[src/rtl/rca_pkg.sv]
// Shared constants and sizing helpers for the pipelined ripple-carry adder.
package rca_pkg;

    localparam int DEF_WIDTH = 32;
    localparam int DEF_CHUNK = 8;

    function automatic bit rca_cfg_ok(input int width, input int chunk);
        return (chunk >= 1) && (width >= chunk) && ((width % chunk) == 0);
    endfunction

    // Falls back to 1 on a bad configuration so elaboration reaches the fatal check.
    function automatic int rca_stages(input int width, input int chunk);
        return rca_cfg_ok(width, chunk) ? (width / chunk) : 1;
    endfunction

endpackage

[src/rtl/rca_chunk.sv]
// Combinational CHUNK-bit ripple adder; also reports the carry into its MSB
// so the final stage can form signed overflow.
module rca_chunk
    import rca_pkg::*;
#(
    parameter int CHUNK = DEF_CHUNK
) (
    input  logic [CHUNK-1:0] a,
    input  logic [CHUNK-1:0] b,
    input  logic             ci,
    output logic [CHUNK-1:0] s,
    output logic             co,
    output logic             c_msb
);

    logic carry;

    always_comb begin
        carry = ci;
        s     = '0;
        c_msb = ci;
        for (int i = 0; i < CHUNK; i++) begin
            c_msb = carry;
            s[i]  = a[i] ^ b[i] ^ carry;
            carry = (a[i] & b[i]) | (carry & (a[i] ^ b[i]));
        end
        co = carry;
    end

endmodule

[src/rtl/pipelined_rca.sv]
// Ripple-carry adder/subtractor split into WIDTH/CHUNK pipeline stages with
// operand skew, sum deskew and a single global valid/ready advance enable.
module pipelined_rca
    import rca_pkg::*;
#(
    parameter int WIDTH = DEF_WIDTH,
    parameter int CHUNK = DEF_CHUNK
) (
    input  logic             clk,
    input  logic             rst,
    input  logic             in_valid,
    output logic             in_ready,
    input  logic [WIDTH-1:0] A1,
    input  logic [WIDTH-1:0] A2,
    input  logic             cin,
    input  logic             sub,
    output logic             out_valid,
    input  logic             out_ready,
    output logic [WIDTH-1:0] S,
    output logic             C,
    output logic             V
);

    localparam int STAGES = rca_stages(WIDTH, CHUNK);

    if (!rca_cfg_ok(WIDTH, CHUNK)) begin : g_cfg_check
        $fatal(1, "pipelined_rca: WIDTH=%0d is not a positive multiple of CHUNK=%0d", WIDTH, CHUNK);
    end

    logic             en;
    logic [WIDTH-1:0] b_in;
    logic             c_first;

    logic [STAGES-1:0][WIDTH-1:0] a_q, b_q, s_q;
    logic [STAGES-1:0][WIDTH-1:0] a_d, b_d, s_d;
    logic [STAGES-1:0]            c_q, v_q, vld_q;
    logic [STAGES-1:0]            c_d, v_d, vld_d;

    assign en       = !out_valid || out_ready;
    assign in_ready = en;

    // Subtraction is A1 + ~A2 + 1; cin only matters when adding.
    assign b_in    = sub ? ~A2 : A2;
    assign c_first = sub ? 1'b1 : cin;

    for (genvar k = 0; k < STAGES; k++) begin : g_stage
        logic [WIDTH-1:0] a_prev, b_prev, s_prev;
        logic             c_prev;
        logic [CHUNK-1:0] sum;
        logic             co, c_msb;

        if (k == 0) begin : g_first
            assign a_prev   = A1;
            assign b_prev   = b_in;
            assign s_prev   = '0;
            assign c_prev   = c_first;
            assign vld_d[k] = in_valid;
        end else begin : g_next
            assign a_prev   = a_q[k-1];
            assign b_prev   = b_q[k-1];
            assign s_prev   = s_q[k-1];
            assign c_prev   = c_q[k-1];
            assign vld_d[k] = vld_q[k-1];
        end

        rca_chunk #(.CHUNK(CHUNK)) u_chunk (
            .a     (a_prev[k*CHUNK +: CHUNK]),
            .b     (b_prev[k*CHUNK +: CHUNK]),
            .ci    (c_prev),
            .s     (sum),
            .co    (co),
            .c_msb (c_msb)
        );

        // Chunk k gets the fresh sum; completed lower chunks ride along unchanged.
        for (genvar j = 0; j < STAGES; j++) begin : g_lane
            if (j == k) begin : g_new
                assign s_d[k][j*CHUNK +: CHUNK] = sum;
            end else begin : g_pass
                assign s_d[k][j*CHUNK +: CHUNK] = s_prev[j*CHUNK +: CHUNK];
            end
        end

        assign a_d[k] = a_prev;
        assign b_d[k] = b_prev;
        assign c_d[k] = co;
        assign v_d[k] = c_msb ^ co;
    end

    always_ff @(posedge clk) begin
        if (rst) begin
            a_q   <= '0;
            b_q   <= '0;
            s_q   <= '0;
            c_q   <= '0;
            v_q   <= '0;
            vld_q <= '0;
        end else if (en) begin
            a_q   <= a_d;
            b_q   <= b_d;
            s_q   <= s_d;
            c_q   <= c_d;
            v_q   <= v_d;
            vld_q <= vld_d;
        end
    end

    assign out_valid = vld_q[STAGES-1];
    assign S         = s_q[STAGES-1];
    assign C         = c_q[STAGES-1];
    assign V         = v_q[STAGES-1];

    // Operand bits already consumed and per-stage V of inner stages are dropped on purpose.
    logic unused_bits;
    assign unused_bits = ^{a_q, b_q, s_q, v_q};

endmodule

[config.mk]
export PLATFORM = sky130hd
export DESIGN_NAME = pipelined_rca
export DESIGN_NICKNAME = d
export VERILOG_FILES = /design/src/rtl/rca_pkg.sv /design/src/rtl/rca_chunk.sv /design/src/rtl/pipelined_rca.sv
export SDC_FILE = /design/constraint.sdc
export NUM_CORES = 1
export LEC_CHECK = 0
export CORE_MARGIN = 2
export CORE_UTILIZATION = 40
export DETAILED_ROUTE_END_ITERATION = 8
export PLACE_DENSITY_LB_ADDON = 0.3
export REMOVE_ABC_BUFFERS = 1
export SYNTH_ARGS = -nofsm -noshare
export SYNTH_HDL_FRONTEND = slang
export SYNTH_SLANG_ARGS = --single-unit
[constraint.sdc]
create_clock -name clk -period 4.1 [get_ports clk]
set_input_delay 0.615 -clock clk [delete_from_list [all_inputs] [get_ports clk]]
set_output_delay 0.615 -clock clk [all_outputs]
set_load 0.005 [all_outputs]
==> flow_summary.toml, run 1 <==
[logic_synthesis]
synth_largest_area_cell = "sky130_fd_sc_hd__dfxtp_1"
synth_edf_count = 0
synth.top_cells.by_count = "290 x sky130_fd_sc_hd__nand2_1, 185 x sky130_fd_sc_hd__dfxtp_1, 145 x sky130_fd_sc_hd__a21oi_1"
synth_top_area_cells = "sky130_fd_sc_hd__dfxtp_1 48%, sky130_fd_sc_hd__nand2_1 14%, sky130_fd_sc_hd__a21oi_1 9.5%"
post-synth-top-count-cell = "sky130_fd_sc_hd__nand2_1"
dominantRegCellSynth = "sky130_fd_sc_hd__dfxtp_1"
synth_cells = 864
synth_sequential_area_ratio_pct = 48.38
postSynthAreaPerCell_um2 = 8.860
synth-async-reset-ratio_pct = 0
yosysWarnings = 0
netlist_area_mm2 = 0.007655
netlist-cell-type-count = 19
synthDominantCellAreaShare_pct = 48.38
synth-seq-cells = 185

[finish]
multiInputGateArea_mm2 = 0.003406
regArea_mm2 = 0.003704
syn_to_final_growth_pct = 20.51
antenna_cells = 0
drive_gt1_share_pct = 9.023
fillers = 1811
final_net_count = 1031
final_area_mm2 = 0.009225
finished_core_util_pct = 49.15

[sta]
timing.slew.headroom_pct = 48.41
report.final.hold_viol_count = 0
report.final.slew_viol_count = 0
max_clock_freq_mhz = 254.1
grt_setup_unrepaired = "no"
finalSetupViolCount = 0
finClkSkew_ns = 0.008433
holdWs_ns = 0.4460
fin_crit_sh_pct = 95.99
max_slew.worst_pin.slew_ns = 0.7738
min_period_ns = 3.935
finalWorstSetupSlack_ns = 0.1646

[place]
dpl_cell_area_mm2 = 0.008651
pre_cts_ws_ns = -0.6065
routabilityCongestion = 0.7004
port_buffer_cells = 105
hpwl_um = 8341

[route]
drt_iter0_markers = 219
route.detailed.drc = 0
ant_nets = 0
first_pass_iters = 4
routed_wl_um = 14250
wl_per_cell_um = 12.12
routed-via-count = 5496
avgViaCountPerCell = 4.673

[grt]
maximum_number_of_pins_on_one_net_before_global_route_repair = 151
overflow = 0
antenna_violations_before_repair = 0
grt_pass1_vias = 5158
global_route.usage.total_pct = 14.76
grt_pass1_wl_um = 23960

[critical_path]
criticalPathCategory = "in2reg"
worstSetupEndpointType = "flip-flop"
critPathArrivalTime_ns = 4.21
critical_path.startpoint_type = "primary input"
worst_ep_required_time_ns = 4.37
critical_path.max_fanout = 1

[power]
p_int_mw = 2.988
sw_frac_of_total_pct = 24.12
powerDensity_mw_per_mm2 = 426.9
register_share_of_total_power_pct = 50.2
switchingPower_mw = 0.9497
vdd.ir_drop.worst_v = 0.0002802
clockPowerShare_pct = 39.7
share_comb_of_total_power_pct = 10.1
power.static_leakage_nw = 3.462

[hold_path]
hold_class = "reg2reg"

[floorplan]
std_cell_rows = 50
die_height_um = 142.3
die_w_um = 142.3
die_area_mm2 = 0.02026
start_util_pct = 40.79
placeable_core_region_mm2 = 0.01877
pin_count = 106

[clock_tree]
ctsHtreeMaxLevel = 4
clock-root-buffer = "sky130_fd_sc_hd__clkbuf_16"
clock_path_buffers = 2
worst_skew_pair_latency_ns = 0.42
tritoncts = "done"
cts-buffers-inserted = 17
cts_num_sinks = 185
clk_transition_reported_paths_ns = 0.07

[run_status]
run_status = "completed"

[flow_run]
max_cap_viol_count = 0
==> sequential cells by signal, summed over array words and instances (netlist names) <==
register	count
S	32
c_q	4
g_stage.a_prev	48
g_stage.b_prev	48
g_stage.s_prev	48
v_q	1
vld_q	4
==> worst paths after layout <==
| check | start | to | slack, ns | cells after the start |
|---|---|---|---|---|
| max | A2[0] | g_stage[1].s_prev[7]$_SDFFE_PP0P_ | 0.16 | 15 |
| min | S[18]$_SDFFE_PP0P_ | S[18]$_SDFFE_PP0P_ | 0.45 | 2 |
| max reg2reg | g_stage[3].a_prev[24]$_SDFFE_PP0P_ | S[31]$_SDFFE_PP0P_ | 0.34 | 12 |
| min reg2reg | S[18]$_SDFFE_PP0P_ | S[18]$_SDFFE_PP0P_ | 0.45 | 2 |
==> placed cells by master (no fill, tap or decap), types with 2 or more instances in the layout <==
| cell type | n |
|---|---|
| sky130_fd_sc_hd__nand2_1 | 290 |
| sky130_fd_sc_hd__inv_1 | 29 |
| sky130_fd_sc_hd__buf_4 | 4 |
| sky130_fd_sc_hd__clkdlybuf4s50_1 | 103 |
| sky130_fd_sc_hd__clkinv_2 | 3 |
| sky130_fd_sc_hd__xnor2_1 | 29 |
| sky130_fd_sc_hd__a211oi_1 | 2 |
| sky130_fd_sc_hd__nor2_1 | 42 |
| sky130_fd_sc_hd__buf_12 | 3 |
| sky130_fd_sc_hd__xor2_1 | 4 |
| sky130_fd_sc_hd__inv_6 | 4 |
| sky130_fd_sc_hd__fa_2 | 5 |
| sky130_fd_sc_hd__clkbuf_16 | 17 |
| sky130_fd_sc_hd__a21oi_1 | 145 |
| sky130_fd_sc_hd__a211oi_2 | 37 |
| sky130_fd_sc_hd__dfxtp_1 | 185 |
| sky130_fd_sc_hd__fa_1 | 27 |
| sky130_fd_sc_hd__clkinvlp_4 | 4 |
==> metal layers <==
metal / up-vias / routed length [um] / track usage (%)
met5: - / 0 / 0
met2: 86 / 6316 / 24.38
met1: 2525 / 7121 / 19.00
li1: 2872 / - / -
met3: 13 / 665 / 4.105
met4: 0 / 148 / 4.221
==> kinds of logic after synthesis <==
group / count (synthesis) / synth area share (%)
fa+ha+maj: 32 / 8.369
flops: 185 / 48.38
compound gates: 184 / 15.72
simple gates: 333 / 16.46
buf+inv: 97 / 7.290
xor+xnor: 33 / 3.776
==> worst max-delay path: stages <==
cell and delay [ns]:
sky130_fd_sc_hd__clkdlybuf4s50_1 0.41, sky130_fd_sc_hd__xnor2_1 0.15, sky130_fd_sc_hd__fa_2 0.36, sky130_fd_sc_hd__inv_2 0.06, sky130_fd_sc_hd__fa_1 0.15, sky130_fd_sc_hd__inv_1 0.05, sky130_fd_sc_hd__fa_2 0.36, sky130_fd_sc_hd__fa_2 0.37
sky130_fd_sc_hd__fa_2 0.35, sky130_fd_sc_hd__fa_2 0.34, sky130_fd_sc_hd__fa_1 0.36, sky130_fd_sc_hd__inv_1 0.07, sky130_fd_sc_hd__fa_1 0.40, sky130_fd_sc_hd__nand2_1 0.07, sky130_fd_sc_hd__a21oi_1 0.08
==> area by class of cell <==
| cell class | count | share of cell area, % |
|---|---|---|
| repair buffers | 112 | 12.33 |
| well taps | 234 | 3.174 |
| multi-input cells | 582 | 36.92 |
| clock buffers | 19 | 4.801 |
| inverters | 31 | 1.343 |
| flip-flops and latches | 185 | 40.15 |
| clock inverters | 13 | 1.288 |
==> power by group through the flow <==
stage / Combinational, mW / Sequential [mW] / Clock, mW
2_1_floorplan: 0.216 / 2.01 / 0
3_3_place_gp: 0.394 / 2.02 / 0
3_5_place_dp: 0.400 / 2.02 / 0
4_1_cts: 0.407 / 1.98 / 1.62
5_1_grt: 0.453 / 1.99 / 1.69
6_report: 0.398 / 1.98 / 1.56
==> repair_timing <==
item / 4_1_cts / 5_1_grt
endpoints found under the setup margin: 1 / 1
hold buffers: 0 / 0
pin swaps: 1 / 1
resized for setup: 4 / 2
buffers inserted: 0 / 0
endpoints found under the hold margin: 0 / 0
==> per-stage QoR <==
stage	total power, mW	std cells	setup TNS (ns)
after floorplan	2.226	798	-0.01956
final	3.938	1176	0
after global routing	4.139	1176	0
after detailed placement	2.420	1144	-1.108
after global placement	2.412	1144	-0.7950
after CTS	4.003	1176	0
Power figures use the tool's default switching activity.
==> inputs of run 2 (changes only) <==
--- a/config.mk
+++ b/config.mk
@@ -7,9 +7,11 @@
 export LEC_CHECK = 0
 export CORE_MARGIN = 2
 export CORE_UTILIZATION = 40
+export CTS_CLUSTER_DIAMETER = 150
 export DETAILED_ROUTE_END_ITERATION = 8
 export PLACE_DENSITY_LB_ADDON = 0.3
 export REMOVE_ABC_BUFFERS = 1
+export SETUP_SLACK_MARGIN = 0.05
 export SYNTH_ARGS = -nofsm -noshare
 export SYNTH_HDL_FRONTEND = slang
 export SYNTH_SLANG_ARGS = --single-unit
==> constraint.sdc (replaced) <==
create_clock -name clk -period 4.9 [get_ports clk]
set_input_delay 0.735 -clock clk [delete_from_list [all_inputs] [get_ports clk]]
set_output_delay 0.735 -clock clk [all_outputs]
set_load 0.005 [all_outputs]
==> flow_summary.toml, run 2 (synthesis gave the netlist of run 1 again) <==
[finish]
antenna_cells = 0
final_net_count = 1030
syn_to_final_growth_pct = 20.87
most_used_cells_in_the_layout_excluding_fill_and_tap_cells = "290 x sky130_fd_sc_hd__nand2_1, 185 x sky130_fd_sc_hd__dfxtp_1, 145 x sky130_fd_sc_hd__a21oi_1"
mostFrequentLayoutCell = "sky130_fd_sc_hd__nand2_1"
drive_gt1_share_pct = 8.289

[sta]
timing.slew.headroom_pct = 37.50
finalSetupViolCount = 0
finClkSkew_ns = 0.008455
grt_setup_unrepaired = "no"
report.final.slew_viol_count = 0
max_clock_freq_mhz = 232.8
finalWorstSetupSlack_ns = 0.6038
max_slew.worst_pin.slew_ns = 0.9375
setup-tns-final_ns = 0
report.final.hold_viol_count = 0
fin_crit_sh_pct = 87.68
min_period_ns = 4.296

[critical_path]
worstSetupEndpointType = "flip-flop"
critical_path.startpoint_type = "primary input"
rrSetupSlack_ns = 1.12
criticalPathCategory = "in2reg"
cpMaxStageDelayCell = "sky130_fd_sc_hd__clkdlybuf4s50_1"
timing.rr.start = "g_stage[3].a_prev[24]$_SDFFE_PP0P_"
ff2ff_path_depth = 12
critPathArrivalTime_ns = 4.56
crit_family = "adder cells"
worstReg2RegEnd = "S[31]$_SDFFE_PP0P_"
timing.critical_path.depth = 15
crit_buf_inv = 4
peak_per_stage_delay_on_the_critical_path_ns = 0.42
critical_path.max_fanout = 1
crit_top_cell = "sky130_fd_sc_hd__fa_1"
cp_cell_sequence = "clkdlybuf4s50_1 -> xnor2_1 -> fa_1 -> inv_1 -> fa_1 -> inv_1 -> fa_1 -> fa_1 -> fa_1 -> fa_1 -> fa_1 -> inv_1 -> fa_1 -> nand2_1 -> a21oi_1"
worst_ep_required_time_ns = 5.17

[power]
p_int_mw = 2.655
vdd.ir_drop.worst_v = 0.0002255
sw_frac_of_total_pct = 23.11
clockPowerShare_pct = 42.5
switchingPower_mw = 0.7981
power.static_leakage_nw = 3.494
powerDensity_mw_per_mm2 = 373.2
register_share_of_total_power_pct = 48.0
design_power_total_mw = 3.453
share_comb_of_total_power_pct = 9.5

[grt]
overflow = 0
grt_pass1_wl_um = 24450
maximum_number_of_pins_on_one_net_before_global_route_repair = 133
global_route.usage.total_pct = 14.93
grt_pass1_vias = 5341
antenna_violations_before_repair = 1

[floorplan]
pin_count = 106
die_w_um = 142.3
placeable_core_region_mm2 = 0.01877
die_area_mm2 = 0.02026
std_cell_rows = 50
start_util_pct = 40.79
die_height_um = 142.3

[clock_tree]
clk_transition_reported_paths_ns = 0.07
worst_skew_pair_latency_ns = 0.42
hold_buffers = 0
tritoncts = "done"
clock-root-buffer = "sky130_fd_sc_hd__clkbuf_16"
cts_num_sinks = 185
cts-buffers-inserted = 17
clock_path_buffers = 2
postCtsSetupRepairBufs = 0
ctsHtreeMaxLevel = 4
cts_repair_resize_count = 0

[place]
port_buffer_cells = 105
pre_cts_ws_ns = 0.1115
routabilityCongestion = 0.7358
hpwl_um = 8481

[hold_path]
hold_class = "reg2reg"
min_to = "S[12]$_SDFFE_PP0P_"
hold_path.startpoint = "S[12]$_SDFFE_PP0P_"
worstHoldPathCells = 2

[route]
ant_nets = 0
routed-via-count = 5497
route.detailed.drc = 0
routed_wl_um = 14470
avgViaCountPerCell = 4.678
drt_iter0_markers = 194
first_pass_iters = 4
wl_per_cell_um = 12.32

[run_status]
run_status = "completed"

[flow_run]
max_cap_viol_count = 0
## run 2: cell count changes in the layout (fill, tap and decap cells not counted), moves of 2 or more
cell	previous run	this run
sky130_fd_sc_hd__fa_1	27	32
sky130_fd_sc_hd__bufinv_16	1	4
sky130_fd_sc_hd__clkinvlp_4	4	2
sky130_fd_sc_hd__fa_2	5	0
sky130_fd_sc_hd__buf_12	3	1
## run 2: worst min-delay path: cells and delay by family, from the launching register on
kind / cells / cell delay, ns
and+or+nand+nor: 1 / 0.05
DFF: 1 / 0.31
AOI/OAI and AO/OA: 1 / 0.05
## run 2: stage by stage
| stage | cell area (um^2) | hold slack, ns | cells | util, % |
|---|---|---|---|---|
| detailed placement | 8618 | 0.4432 | 1143 | 45.92 |
| global placement | 8618 | 0.4378 | 1143 | 45.92 |
| finish | 9253 | 0.4479 | 1175 | 49.30 |
| CTS | 9253 | 0.4526 | 1175 | 49.30 |
| floorplan | 7216 | 0.4258 | 798 | - |
| global route | 9253 | 0.4667 | 1175 | 49.30 |
## run 2: cell type report
cell class              count  area (um^2)
flip-flops and latches    185         3704
well taps                 234        292.8
inverters                  31        123.9
multi-input cells         582         3393
repair buffers            111         1105
clock buffers              19        442.9
clock inverters            13        191.4
fillers                  1820         9515
## run 2: per-layer routing
| layer | routed length [um] | global-route usage (%) | up-vias |
|---|---|---|---|
| li1 | - | - | 2869 |
| met1 | 7133 | 19.17 | 2535 |
| met2 | 6543 | 24.41 | 79 |
| met3 | 612 | 4.273 | 14 |
| met4 | 185 | 4.742 | 0 |
| met5 | 0 | 0 | - |
## run 2: how the worst max path moves through the flow
stage                     startpoint                                end  slack (ns)
after floorplan            out_ready                           in_ready        0.55
after global placement         A2[0]  g_stage[1].s_prev[7]$_SDFFE_PP0P_        0.18
after detailed placement       A2[0]  g_stage[1].s_prev[7]$_SDFFE_PP0P_        0.11
after CTS                      A2[0]  g_stage[1].s_prev[7]$_SDFFE_PP0P_        0.59
after global routing           A2[0]  g_stage[1].s_prev[7]$_SDFFE_PP0P_        0.40
final                          A2[0]  g_stage[1].s_prev[7]$_SDFFE_PP0P_        0.60
## run 2: power groups by stage
stage          Combinational (mW)  Clock (mW)  Sequential, mW
4_1_cts                     0.335        1.52            1.66
5_1_grt                     0.374        1.57            1.67
6_report                    0.328        1.47            1.66
3_3_place_gp                0.327           0            1.69
3_5_place_dp                0.333           0            1.69
2_1_floorplan               0.181           0            1.68
